$ cat config.mk
export PLATFORM = sky130hd
export DESIGN_NAME = ws2812_rx
export DESIGN_NICKNAME = d
export VERILOG_FILES = /design/src/rtl/ws2812_pkg.sv /design/src/rtl/ws2812_sync.sv /design/src/rtl/ws2812_rx.sv
export SDC_FILE = /design/constraint.sdc
export NUM_CORES = 1
export LEC_CHECK = 0
export CAP_MARGIN = 20
export CORE_MARGIN = 8
export CORE_UTILIZATION = 45
export DETAILED_ROUTE_END_ITERATION = 16
export HOLD_SLACK_MARGIN = 0.08
export PLACE_DENSITY_LB_ADDON = 0.05
export SYNTH_ARGS = -nofsm -noshare
export SYNTH_HDL_FRONTEND = slang
export SYNTH_HIERARCHICAL = 1
export SYNTH_SLANG_ARGS = --single-unit
$ cat constraint.sdc
create_clock -name clk -period 4.4 [get_ports clk]
set_clock_uncertainty 0.2 [all_clocks]
set_input_delay 0.88 -clock clk [delete_from_list [all_inputs] [get_ports clk]]
set_output_delay 0.88 -clock clk [all_outputs]
set_load 0.005 [all_outputs]
$ cat src/rtl/ws2812_pkg.sv
// Shared WS2812 protocol constants, error codes and receiver state encoding.
// Timing values are in 50 MHz clock cycles and are common to the transmitter.
package ws2812_pkg;

  localparam int unsigned T0H    = 20;
  localparam int unsigned T1H    = 40;
  localparam int unsigned T0L    = 42;
  localparam int unsigned T1L    = 22;
  localparam int unsigned TLATCH = 2500;

  localparam logic [1:0] ERR_GLITCH  = 2'b01;
  localparam logic [1:0] ERR_STUCK   = 2'b10;
  localparam logic [1:0] ERR_PARTIAL = 2'b11;

  typedef enum logic [1:0] {
    StIdle,
    StHigh,
    StLow,
    StStuck
  } rx_state_e;

endpackage

$ cat src/rtl/ws2812_sync.sv
// Two-flop synchronizer for the WS2812 data pin with rise/fall strobes.
// Rises are ignored until a genuinely sampled low has been seen after reset.
module ws2812_sync (
  input  logic clk_i,
  input  logic rst_i,
  input  logic din_i,
  output logic din_s_o,
  output logic rise_o,
  output logic fall_o
);

  logic       s1_q, s2_q, prev_q;
  logic [1:0] vld_q, vld_d;
  logic       armed_q, armed_d;

  // vld_q[1] marks s2_q as holding a real pin sample rather than its reset value.
  always_comb begin
    vld_d   = {vld_q[0], 1'b1};
    armed_d = armed_q | (vld_q[1] & ~s2_q);
  end

  always_ff @(posedge clk_i or posedge rst_i) begin
    if (rst_i) begin
      s1_q    <= 1'b0;
      s2_q    <= 1'b0;
      prev_q  <= 1'b0;
      vld_q   <= 2'b00;
      armed_q <= 1'b0;
    end else begin
      s1_q    <= din_i;
      s2_q    <= s1_q;
      prev_q  <= s2_q;
      vld_q   <= vld_d;
      armed_q <= armed_d;
    end
  end

  assign din_s_o = s2_q;
  assign rise_o  = s2_q & ~prev_q & armed_q;
  assign fall_o  = ~s2_q & prev_q;

endmodule

$ cat src/rtl/ws2812_rx.sv
// WS2812 receiver: measures synchronized high widths, assembles MSB-first GRB
// pixels, and flags the low-time latch gap, glitches and stuck-high pulses.
module ws2812_rx #(
  parameter int unsigned T_GLITCH     = 5,
  parameter int unsigned T_BIT_THRESH = 30,
  parameter int unsigned T_HIGH_MAX   = 75,
  parameter int unsigned T_LATCH      = 2500,
  parameter int unsigned CNT_W        = 12,
  parameter int unsigned IDX_W        = 8
) (
  input  logic             clk,
  input  logic             rst,
  input  logic             din,
  output logic [23:0]      pixel_data,
  output logic             pixel_valid,
  output logic [IDX_W-1:0] pixel_index,
  output logic             latch,
  output logic [IDX_W-1:0] frame_len,
  output logic             err,
  output logic [1:0]       err_code
);
  import ws2812_pkg::*;

  localparam logic [CNT_W-1:0] GlitchW   = CNT_W'(T_GLITCH);
  localparam logic [CNT_W-1:0] BitW      = CNT_W'(T_BIT_THRESH);
  localparam logic [CNT_W-1:0] HighLast  = CNT_W'(T_HIGH_MAX - 1);
  localparam logic [CNT_W-1:0] LatchLast = CNT_W'(T_LATCH - 1);
  localparam logic [CNT_W-1:0] CntMax    = {CNT_W{1'b1}};

  logic din_s, rise, fall;

  ws2812_sync u_sync (
    .clk_i   (clk),
    .rst_i   (rst),
    .din_i   (din),
    .din_s_o (din_s),
    .rise_o  (rise),
    .fall_o  (fall)
  );

  rx_state_e        state_q, state_d;
  logic [CNT_W-1:0] cnt_q, cnt_d;
  logic [4:0]       bit_cnt_q, bit_cnt_d;
  logic [23:0]      shift_q, shift_d;
  logic [IDX_W-1:0] idx_q, idx_d;
  logic [23:0]      pixel_data_q, pixel_data_d;
  logic             pixel_valid_q, pixel_valid_d;
  logic [IDX_W-1:0] pixel_index_q, pixel_index_d;
  logic             latch_q, latch_d;
  logic [IDX_W-1:0] frame_len_q, frame_len_d;
  logic             err_q, err_d;
  logic [1:0]       err_code_q, err_code_d;

  // cnt_q holds the number of cycles the current level has lasted before this one,
  // so at a falling strobe it equals the high width.
  always_comb begin
    state_d       = state_q;
    cnt_d         = cnt_q;
    bit_cnt_d     = bit_cnt_q;
    shift_d       = shift_q;
    idx_d         = idx_q;
    pixel_data_d  = pixel_data_q;
    pixel_valid_d = 1'b0;
    pixel_index_d = pixel_index_q;
    latch_d       = 1'b0;
    frame_len_d   = frame_len_q;
    err_d         = 1'b0;
    err_code_d    = err_code_q;

    if (rise || fall) begin
      cnt_d = CNT_W'(1);
    end else if (cnt_q != CntMax) begin
      cnt_d = cnt_q + 1'b1;
    end

    unique case (state_q)
      StIdle: begin
        if (rise) state_d = StHigh;
      end
      StHigh: begin
        if (fall) begin
          state_d = StLow;
          if (cnt_q < GlitchW) begin
            err_d      = 1'b1;
            err_code_d = ERR_GLITCH;
            bit_cnt_d  = '0;
          end else begin
            shift_d = {shift_q[22:0], (cnt_q >= BitW)};
            if (bit_cnt_q == 5'd23) begin
              pixel_valid_d = 1'b1;
              pixel_data_d  = {shift_q[22:0], (cnt_q >= BitW)};
              pixel_index_d = idx_q;
              idx_d         = idx_q + 1'b1;
              bit_cnt_d     = '0;
            end else begin
              bit_cnt_d = bit_cnt_q + 1'b1;
            end
          end
        end else if (din_s && cnt_q == HighLast) begin
          // This cycle is the T_HIGH_MAX-th high cycle.
          state_d    = StStuck;
          err_d      = 1'b1;
          err_code_d = ERR_STUCK;
          bit_cnt_d  = '0;
        end
      end
      StStuck: begin
        if (fall) state_d = StLow;
      end
      StLow: begin
        if (rise) begin
          state_d = StHigh;
        end else if (cnt_q == LatchLast) begin
          state_d     = StIdle;
          latch_d     = 1'b1;
          frame_len_d = idx_q;
          idx_d       = '0;
          bit_cnt_d   = '0;
          if (bit_cnt_q != '0) begin
            err_d      = 1'b1;
            err_code_d = ERR_PARTIAL;
          end
        end
      end
      default: state_d = StIdle;
    endcase
  end

  always_ff @(posedge clk or posedge rst) begin
    if (rst) begin
      state_q       <= StIdle;
      cnt_q         <= '0;
      bit_cnt_q     <= '0;
      shift_q       <= '0;
      idx_q         <= '0;
      pixel_data_q  <= '0;
      pixel_valid_q <= 1'b0;
      pixel_index_q <= '0;
      latch_q       <= 1'b0;
      frame_len_q   <= '0;
      err_q         <= 1'b0;
      err_code_q    <= '0;
    end else begin
      state_q       <= state_d;
      cnt_q         <= cnt_d;
      bit_cnt_q     <= bit_cnt_d;
      shift_q       <= shift_d;
      idx_q         <= idx_d;
      pixel_data_q  <= pixel_data_d;
      pixel_valid_q <= pixel_valid_d;
      pixel_index_q <= pixel_index_d;
      latch_q       <= latch_d;
      frame_len_q   <= frame_len_d;
      err_q         <= err_d;
      err_code_q    <= err_code_d;
    end
  end

  assign pixel_data  = pixel_data_q;
  assign pixel_valid = pixel_valid_q;
  assign pixel_index = pixel_index_q;
  assign latch       = latch_q;
  assign frame_len   = frame_len_q;
  assign err         = err_q;
  assign err_code    = err_code_q;

endmodule
; Word-level counts from Yosys, hierarchy flattened
; Cells that the tools add are included.
[op_classes]
add_sub_neg = 3
multipliers = 0
div_mod_pow = 0
magnitude_cmp = 2
n_eq_ne = 18
shifts = 0
mux = 43
bitwise = 9
n_reduce_logical = 13
[ops]
columns = operator, n
row1 = $mux W8, 5
row2 = $mux W5, 6
row3 = $mux W12, 2
row4 = $mux W2, 12
row5 = $ne A2 B2 Y1 const B, 8
row6 = $pmux W8 S2, 1
row7 = $mux W1, 13
row8 = $add A12 B1 Y12 const B, 1
row9 = $eq A12 B12 Y1 const B, 1
row10 = $eq A12 B7 Y1 const B, 1
row11 = $ge A12 B5 Y1 const B, 1
row12 = $lt A12 B3 Y1 const B, 1
row13 = $ne A12 B12 Y1 const B, 1
row14 = $reduce_and A4 Y1, 3
row15 = $reduce_and A6 Y1, 2
row16 = $pmux W5 S2, 1
row17 = $ne A3 B3 Y1 const B, 3
row18 = $add A8 B1 Y8 const B, 1
row19 = $pmux W2 S4, 1
row20 = $reduce_and A3 Y1, 2
row21 = $add A5 B1 Y5 const B, 1
row22 = $eq A5 B5 Y1 const B, 1
row23 = $reduce_bool A5 Y1, 1
row24 = $and A1 B1 Y1, 4
row25 = other kinds (10), 15
[totals]
regBits = 101
latch_bits = 0
mem_bits_rw = 0
rom_bits = 0
input_bits = 3
output_inout_bits = 45
elab_cells = 105
mem_count = 0

; Depth between registers and ports, before layout
; Gate-level depths: netlist of run 1.
[logic_depth]
ltp_word = 5
depth_mapped = 8
depth_no_buf = 7

; Cells and area by module
; Netlist of run 1, hierarchy kept.
[by_module_without_submodules]
columns = mod, n_inst, cells_per_inst, area_each_um2, seq_area_each_um2
row1 = ws2812_rx, 1, 350, 4530.6, 2377.3
row2 = ws2812_sync, 1, 13, 182.7, 150.1

; Least setup slack after synthesis of run 1
; OpenSTA, ideal clock, no wires.
[synth_timing]
kind = reg-to-reg
startpoint = register state_q[0]
endpoint = register err_code_q[1], in the netlist err_code[1]
setup_time_ns = 0.126
arrival_ns = 1.891
required_time_ns = 4.074
path_slack_ns = 2.182
path_stages_with_launch = 8
path_buffers = 1
period_less_slack_ns = 2.218
path_cell_list = dfrtp_1 -> inv_1 -> ha_1 -> or3b_2 -> nor4_2 -> o21ai_1 -> buf_2 -> o32a_1
[synth_between]
elab_chain_len = 3
elab_cells_between_ends = 10
classes_between = eq/ne: 7 / mux: 1 / reduce/logical: 2
[synth_lines]
columns = item, line_no
row1 = "start, declared", ws2812_rx.sv:41  ; rx_state_e state_q, state_d;
row2 = "start signal, assigned", ws2812_rx.sv:131  ; state_q <= StIdle;
row3 = "start signal, assigned", ws2812_rx.sv:144  ; state_q <= state_d;
row4 = $eq A2 B1 Y1 or $eq A2 B2 Y1 (tied branches), ws2812_rx.sv:76  ; unique case (state_q)
row5 = $ne A3 B3 Y1 (no source line) (tied with other cells), n/a
row6 = $reduce_and A6 Y1 (no source line), n/a
row7 = "end signal, assigned", ws2812_rx.sv:155  ; err_code_q <= err_code_d;
row8 = "end, declared", ws2812_rx.sv:52  ; logic [1:0] err_code_q, err_code_d;
; Parallel ways exist; a longest one is shown, timed or not.
; A chain may end at the register's enable or synchronous reset.

; Worst setup path after layout of run 1
[layout_timing]
startpoint = register u_sync.s2_q, in the netlist u_sync/din_s_o
endpoint = register pixel_index_q[0], in the netlist pixel_index[0]
[layout_between]
elab_chain_len = 3
[layout_lines]
columns = item, line_no
row1 = "start, declared", ws2812_sync.sv:12  ; logic s1_q, s2_q, prev_q;
row2 = "start signal, assigned", ws2812_sync.sv:31  ; s2_q <= s1_q;
row3 = $not A1 Y1, ws2812_sync.sv:40  ; assign fall_o = ~s2_q & prev_q;
row4 = $and A1 B1 Y1, ws2812_sync.sv:40
row5 = named net fall, ws2812_rx.sv:30  ; logic din_s, rise, fall;
row6 = $reduce_and A4 Y1 (no source line), n/a
row7 = "end signal, assigned", ws2812_rx.sv:151  ; pixel_index_q <= pixel_index_d;
row8 = "end, declared", ws2812_rx.sv:48  ; logic [IDX_W-1:0] pixel_index_q, pixel_index_d;
; The timed path passes the listed nets, and every way through them passes these cells.

==> qor.yml, run 1 <==
global_routing:
  grt_pass1_vias: 2971
  grt_max_degree: 36
  track_usage_pct: 12.9
  grt_overflow_total: 0
  grt_pass1_wl_um: 15000
  antenna_found_initial: 0
setup_path:
  r2r_cells: 5
  required_ns: 4.45
  critPathKind: "reg2reg"
  r2r_start: "u_sync/din_s_o$_DFF_PP0_"
  r2r_end: "pixel_index[0]$_DFFE_PP0P_"
  r2r_slack_ns: 1.70
  crit_path_end_kind: "register"
  crit_path_start_kind: "register"
  worstPathArrival_ns: 2.76
  critPathMaxFanout: 34
power_and_ir_drop:
  design_power_total_mw: 2.19
  power_density_nw_per_um2: 400
  ir_worst_vdd_mv: 0.205
  power.leakage_nw: 2.43
timing:
  final.setup.worst_slack_ns: 1.70
  finalHoldViolCount: 0
  drv_slew: 0
  setup_viol: 0
  fin_crit_sh_pct: 61.4
  fin_crit_ns: 2.70
  rsz0062_at_grt: "false"
  fmaxAchievable_mhz: 370
  worst_slew_pin_slew_ns: 0.816
  relSlewSlack_pct: 45.5
  tns_ns: 0
place:
  place_ws_ns: 1.71
  dpl.cell_count: 535
  hpwl_um: 6040
  place_congestion: 0.798
  io_buffers: 47
final_layout:
  stdcell_count: 550
  mostFrequentLayoutCell: "dfrtp_1"
  area_growth_pct: 16.2
  nFillCells: 909
  most-common-layout-cells: "dfrtp_1, clkdlybuf4s50_1, mux2_2"
  finalNetCount: 424
  drive_gt1_share_pct: 24.4
  diodes: 0
clocking:
  cts-buffers-inserted: 9
  cts_tree: "done"
  clock_latency_ns: 0.37
  post_cts_buffers: 0
  path_clk_slew_ns: 0.09
  root_buffer: "clkbuf_8"
  htreeDepth: 3
  clockBufferDepth: 2
  clkSinkCount: 101
  cts_hold_buffers: 0
  cts_resized: 0
synth:
  yosys_warnings: 6
  synth_area_sq_um: 4710
  ys_seq_elements: 101
  synth_edf_count: 0
  synth-main-ff-cell: "dfrtp_1"
  syn_avg_cell_area_sq_um: 13.0
  netlist_instances: 363
  postSynth.asyncResetShare_pct: 100
  synth_nets: 377
  yosysSeqAreaShare_pct: 53.6
  ys_types: 61
routing:
  wire_per_inst_um: 15.6
  drt_iter0_drc: 141
  antenna_left: 0
  vias: 2829
  drt_first_pass_iters: 4
  routed_wl_um: 8580
  drc: 0
  vias_per_cell: 5.14
status:
  status: "finished, final reports clean"
floorplanning:
  placementRows: 37
  initial_core_util_pct: 46.1
  core_area_sq_um: 10200
  io_pins: 48
  dieArea_sq_um: 14000
  die_y_um: 118
  die-width_um: 118
min_path:
  hp-start: "u_sync/vld_q[0]$_DFF_PP0_"
  min_to: "u_sync/vld_q[1]$_DFF_PP0_"
  min_path_type: "reg2reg"
  holdPathStages: 0
run:
  maxCapViolations: 0
==> worst max-delay path: stages (launching register included) <==
cell	delay, ns
dfrtp_1	0.44
nor2b_1	0.51
nand2_1	0.26
a211oi_4	0.26
buf_4	0.51
mux2_2	0.40
==> power breakdown <==
part / internal, mW / leakage [nW] / total (mW) / switching, mW
logic: 0.215 / 0.963 / 0.500 / 0.284
registers: 0.997 / 1.37 / 1.08 / 0.0853
clock network: 0.272 / 0.104 / 0.612 / 0.340
total: 1.48 / 2.43 / 2.19 / 0.710
==> flip-flops by register name, indices dropped and copies added, names as in the netlist, 2 cells and up <==
signal,count
frame_len,8
pixel_index,8
bit_cnt_q,5
state_q,2
err_code,2
shift_q,23
pixel_data,24
idx_q,8
u_sync/vld_q,2
cnt_q,12
==> cell type report <==
type	instances	area, sq um	area share, %
flip-flops and latches	101	2530	46.1
repair buffers	50	493	9.00
multi-input cells	234	2030	37.1
clock inverters	6	78.8	1.44
well taps	136	170	3.11
inverters	14	55.1	1.00
clock buffers	9	124	2.26
==> routing by layer <==
metal	share of wire (%)	global-route usage [%]	up-vias
met1	49	17.2	1395
met4	1.1	3.52	0
met2	45	19.9	36
li1	-	-	1390
met3	4.4	4.28	8
met5	0	0	-
==> cells by family (layout without fill, tap and decap cells) <==
family	Yosys count	in the layout	synth area share [%]
other	1	1	0.0796
multiplexers	67	67	18.0
AO/OA/AOI/OAI	55	55	9.27
flip-flops	101	101	53.6
adder cells (fa/ha/maj)	11	11	2.92
XOR/XNOR	6	6	1.11
AND/OR/NAND/NOR	94	94	11.7
buffers and inverters	28	79	3.29
==> per-stage QoR <==
step	area (sq um)	hold WS, ns	util (%)
floorplan	4710	0.131	-
finish	5480	0.152	53.6
CTS	5480	0.154	53.6
global placement	5280	0.137	51.6
detailed placement	5280	0.139	51.6
global route	5480	0.162	53.6
==> cells in the mapped netlist, types with 2 or more instances <==
cell / instances / share of area (%)
dfrtp_1: 101 / 54
mux2_2: 35 / 8.4
mux2_4: 27 / 8.6
nand2_1: 20 / 1.6
nor2_1: 20 / 1.6
inv_1: 14 / 1.1
ha_1: 11 / 2.9
nand3_1: 10 / 1.1
o21ai_0: 10 / 1.1
a21oi_1: 9 / 0.96
a211oi_1: 8 / 1.3
buf_6: 6 / 1.4
nand2b_1: 6 / 0.80
o22a_1: 6 / 1.1
mux2i_1: 5 / 1.1
nor3_1: 5 / 0.53
or3_1: 5 / 0.66
xnor2_1: 5 / 0.93
and3_1: 4 / 0.53
clkbuf_1: 4 / 0.32
buf_2: 3 / 0.32
nand4_1: 3 / 0.40
nor2b_1: 3 / 0.40
a21bo_2: 2 / 0.42
a22o_1: 2 / 0.37
nor3b_1: 2 / 0.32
o32a_1: 2 / 0.42
or3_4: 2 / 0.48
==> worst max path at each step <==
stage | start | endpoint | slack [ns] | cells past startpoint
floorplan | rst | bit_cnt_q[0]$_DFFE_PP0P_ | 0.84 | 1
global placement | state_q[1]$_DFFE_PP0P_ | pixel_data[22]$_DFFE_PP0P_ | 1.82 | 6
detailed placement | u_sync/din_s_o$_DFF_PP0_ | pixel_index[0]$_DFFE_PP0P_ | 1.71 | 5
CTS | u_sync/din_s_o$_DFF_PP0_ | pixel_index[0]$_DFFE_PP0P_ | 1.69 | 5
global route | state_q[1]$_DFFE_PP0P_ | bit_cnt_q[4]$_DFFE_PP0P_ | 1.43 | 7
finish | u_sync/din_s_o$_DFF_PP0_ | pixel_index[0]$_DFFE_PP0P_ | 1.70 | 5
Note: power is estimated with default switching activity, not from simulation.
==> run 2: changes to the inputs <==
- clock period: 4.4 -> 2.2 ns (I/O delays scaled with it)
==> run 2 against run 1 <==
  * The flow now finishes with violations (negative setup slack)
  * Global-route usage grew 0.86 points
  * Cell area grew 12%
  * Sequential power grew 99%
  * Critical path depth grew 4
  * Critical endpoint is now pixel_data[6]$_DFFE_PP0P_
  * Largest cell class unchanged
  * Largest power group unchanged
  * Highest routed layer unchanged
==> qor.yml, run 2 (same netlist as run 1, synthesis figures left out) <==
status:
  status: "complete, but fails checks"
  violations: "negative setup slack"
final_layout:
  area_growth_pct: 30.4
  nFillCells: 823  # -9.5%
  most-common-layout-cells: "dfrtp_1, clkdlybuf4s50_1, buf_4"
  largest_register_ff_count: 24  # unchanged
  fin_area_sq_um: 6150  # +12%
  mostFrequentLayoutCell: "dfrtp_1"
  finalNetCount: 476  # +12%
  drive_gt1_share_pct: 36.8  # +12 points
  diodes: 0  # unchanged
  stdcell_count: 603  # +9.6%
clocking:
  cts_tree: "done"
  path_clk_slew_ns: 0.10  # about the same
  clockBufferDepth: 2  # unchanged
  cts_hold_buffers: 0  # unchanged
  clock_latency_ns: 0.37  # about the same
  cts-buffers-inserted: 9  # unchanged
  htreeDepth: 3  # unchanged
  root_buffer: "clkbuf_8"
  clkSinkCount: 101  # unchanged
setup_path:
  r2r_slack_ns: -0.04  # -1.74 ns
  critPathBufInv: 4  # +3
  r2r_start: "cnt_q[1]$_DFFE_PP0P_"
  cp_slowest_stage_delay_ns: 0.40  # -0.11 ns
  r2r_cells: 9  # +4
  r2r_end: "pixel_data[6]$_DFFE_PP0P_"
  critPathMaxFanout: 7  # -79%
  critPathKind: "reg2reg"
  required_ns: 2.26  # -2.19 ns
  worstPathArrival_ns: 2.30  # -0.46 ns
  slowest_stage: "dfrtp_1"
  crit_family: "buffers and inverters"
  crit_path_start_kind: "register"
  cp_num_cells: 9  # +4
  crit_path_end_kind: "register"
  crit_chain: "inv_1, ha_2, and2b_2, nor3b_4, buf_6, a211oi_4, buf_12, clkbuf_16, mux2_4"
timing:
  fin_crit_sh_pct: 102  # +40 points
  finalHoldViolCount: 0  # unchanged
  final.setup.worst_slack_ns: -0.0375  # -1.74 ns
  setup_viol: 28  # +28
  fin_crit_ns: 2.24  # -0.465 ns
  drv_slew: 0  # unchanged
  fmaxAchievable_mhz: 447  # +21%
  rsz0062_at_grt: "true"
floorplanning:
  core_area_sq_um: 10200  # unchanged
  die-width_um: 118  # unchanged
  dieArea_sq_um: 14000  # unchanged
  placementRows: 37  # unchanged
  die_y_um: 118  # unchanged
  initial_core_util_pct: 46.1  # unchanged
  io_pins: 48  # unchanged
place:
  place_congestion: 0.860  # +7.8%
  io_buffers: 47  # unchanged
  place_ws_ns: -0.0716  # -1.78 ns
  dpl.cell_count: 576  # +7.7%
  hpwl_um: 6590  # +9.1%
  placed_area_sq_um: 5660  # +7.3%
global_routing:
  grt_pass1_wl_um: 15900  # +6.5%
  track_usage_pct: 13.8  # +0.86 points
  grt_pass1_vias: 3128  # +5.3%
  antenna_found_initial: 0  # unchanged
  grt_max_degree: 70  # +94%
  grt_overflow_total: 0  # unchanged
routing:
  vias_per_cell: 5.17  # +0.50%
  drt_iter0_drc: 200  # +42%
  vias: 3117  # +10%
  wire_per_inst_um: 16.3  # +4.4%
  antenna_left: 0  # unchanged
  routed_wl_um: 9820  # +14%
  drt_first_pass_iters: 4  # unchanged
  drc: 0  # unchanged
min_path:
  min_path_type: "in2async"
power_and_ir_drop:
  clockPowerShare_pct: 24.7  # -3.2 points
  internal_power_mw: 3.21  # +120%
  power_density_nw_per_um2: 779  # +94%
  pwr-share-seq_pct: 44.8  # -4.5 points
  combinationalPowerShare_pct: 30.5  # +7.7 points
  p_switching_mw: 1.57  # +120%
  design_power_total_mw: 4.79  # +120%
  ir_worst_vdd_mv: 0.412  # +100%
  power.leakage_nw: 2.75  # +13%
  swShare_pct: 32.9  # +0.54 points
run:
  maxCapViolations: 0  # unchanged
[run 2: changes by cell type in the layout (fill, tap and decap cells not counted), moves of 2 or more]
cell | previous run | this run
a211oi_1 | 8 | 2
a211oi_2 | 1 | 7
a21oi_1 | 9 | 7
a21oi_2 | 0 | 2
buf_12 | 0 | 5
buf_4 | 3 | 43
buf_6 | 0 | 2
clkbuf_16 | 0 | 3
clkbuf_8 | 9 | 11
ha_1 | 11 | 9
inv_1 | 13 | 11
inv_2 | 0 | 2
mux2_2 | 35 | 31
mux2_4 | 27 | 31
[run 2: worst max path at each step]
stage,startpoint,to,slack (ns)
after floorplan,state_q[0]$_DFFE_PP0P_,err_code[1]$_DFFE_PP0P_,0.02
after global placement,state_q[1]$_DFFE_PP0P_,bit_cnt_q[4]$_DFFE_PP0P_,0.003
after detailed placement,state_q[1]$_DFFE_PP0P_,bit_cnt_q[0]$_DFFE_PP0P_,-0.07
after CTS,state_q[1]$_DFFE_PP0P_,shift_q[6]$_DFFE_PP0P_,-0.002
after global routing,cnt_q[1]$_DFFE_PP0P_,pixel_index[7]$_DFFE_PP0P_,-0.09
final,cnt_q[1]$_DFFE_PP0P_,pixel_data[6]$_DFFE_PP0P_,-0.04
[run 2: area by class of cell]
type	instances	area, sq um	share of cell area, %
sequential	101	2530	41.1
inverter	14	56.3	0.916
clock buffer	11	151	2.46
multi-input combinational	234	2160	35.1
clock inverter	5	48.8	0.794
timing repair buffer	102	1030	16.8
tap	136	170	2.77
[run 2: per-stage QoR]
| step | utilization, % | hold slack, ns | TNS, ns |
|---|---|---|---|
| CTS | 57.4 | 0.155 | -0.00315 |
| detailed placement | 55.3 | 0.139 | -0.247 |
| global placement | 55.3 | 0.132 | 0 |
| floorplan | - | 0.0310 | 0 |
| finish | 60.1 | 0.157 | -0.704 |
| global route | 60.1 | 0.173 | -2.55 |
[run 2: power groups by stage]
stage          clock network [mW]  logic, mW  registers, mW
2_1_floorplan                   0      0.821           2.14
3_3_place_gp                    0       1.26           2.17
3_5_place_dp                    0       1.27           2.18
4_1_cts                      1.22       1.31           2.14
5_1_grt                      1.30       1.61           2.17
6_report                     1.18       1.46           2.15
[run 2: repair_timing]
action,in CTS,in global routing
gates resized for setup,2,30
setup endpoints to repair,8,62
pin swaps,3,13
buffers inserted,0,7
cloned,0,4
[run 2: per-layer routing]
metal / global-route usage, % / vias up / part of all wire (%)
li1: - / 1496 / -
met1: 17.8 / 1568 / 47
met2: 22.1 / 44 / 48
met3: 3.66 / 9 / 3.5
met4: 4.56 / 0 / 1.3
met5: 0 / - / 0
[run 2: worst reg2reg max path, cell delays in order, from the launching register on]
cell and delay (ns):
dfrtp_1 0.40, inv_1 0.06, ha_2 0.15, and2b_2 0.22, nor3b_4 0.05, buf_6 0.13
a211oi_4 0.27, buf_12 0.19, clkbuf_16 0.17, mux2_4 0.29
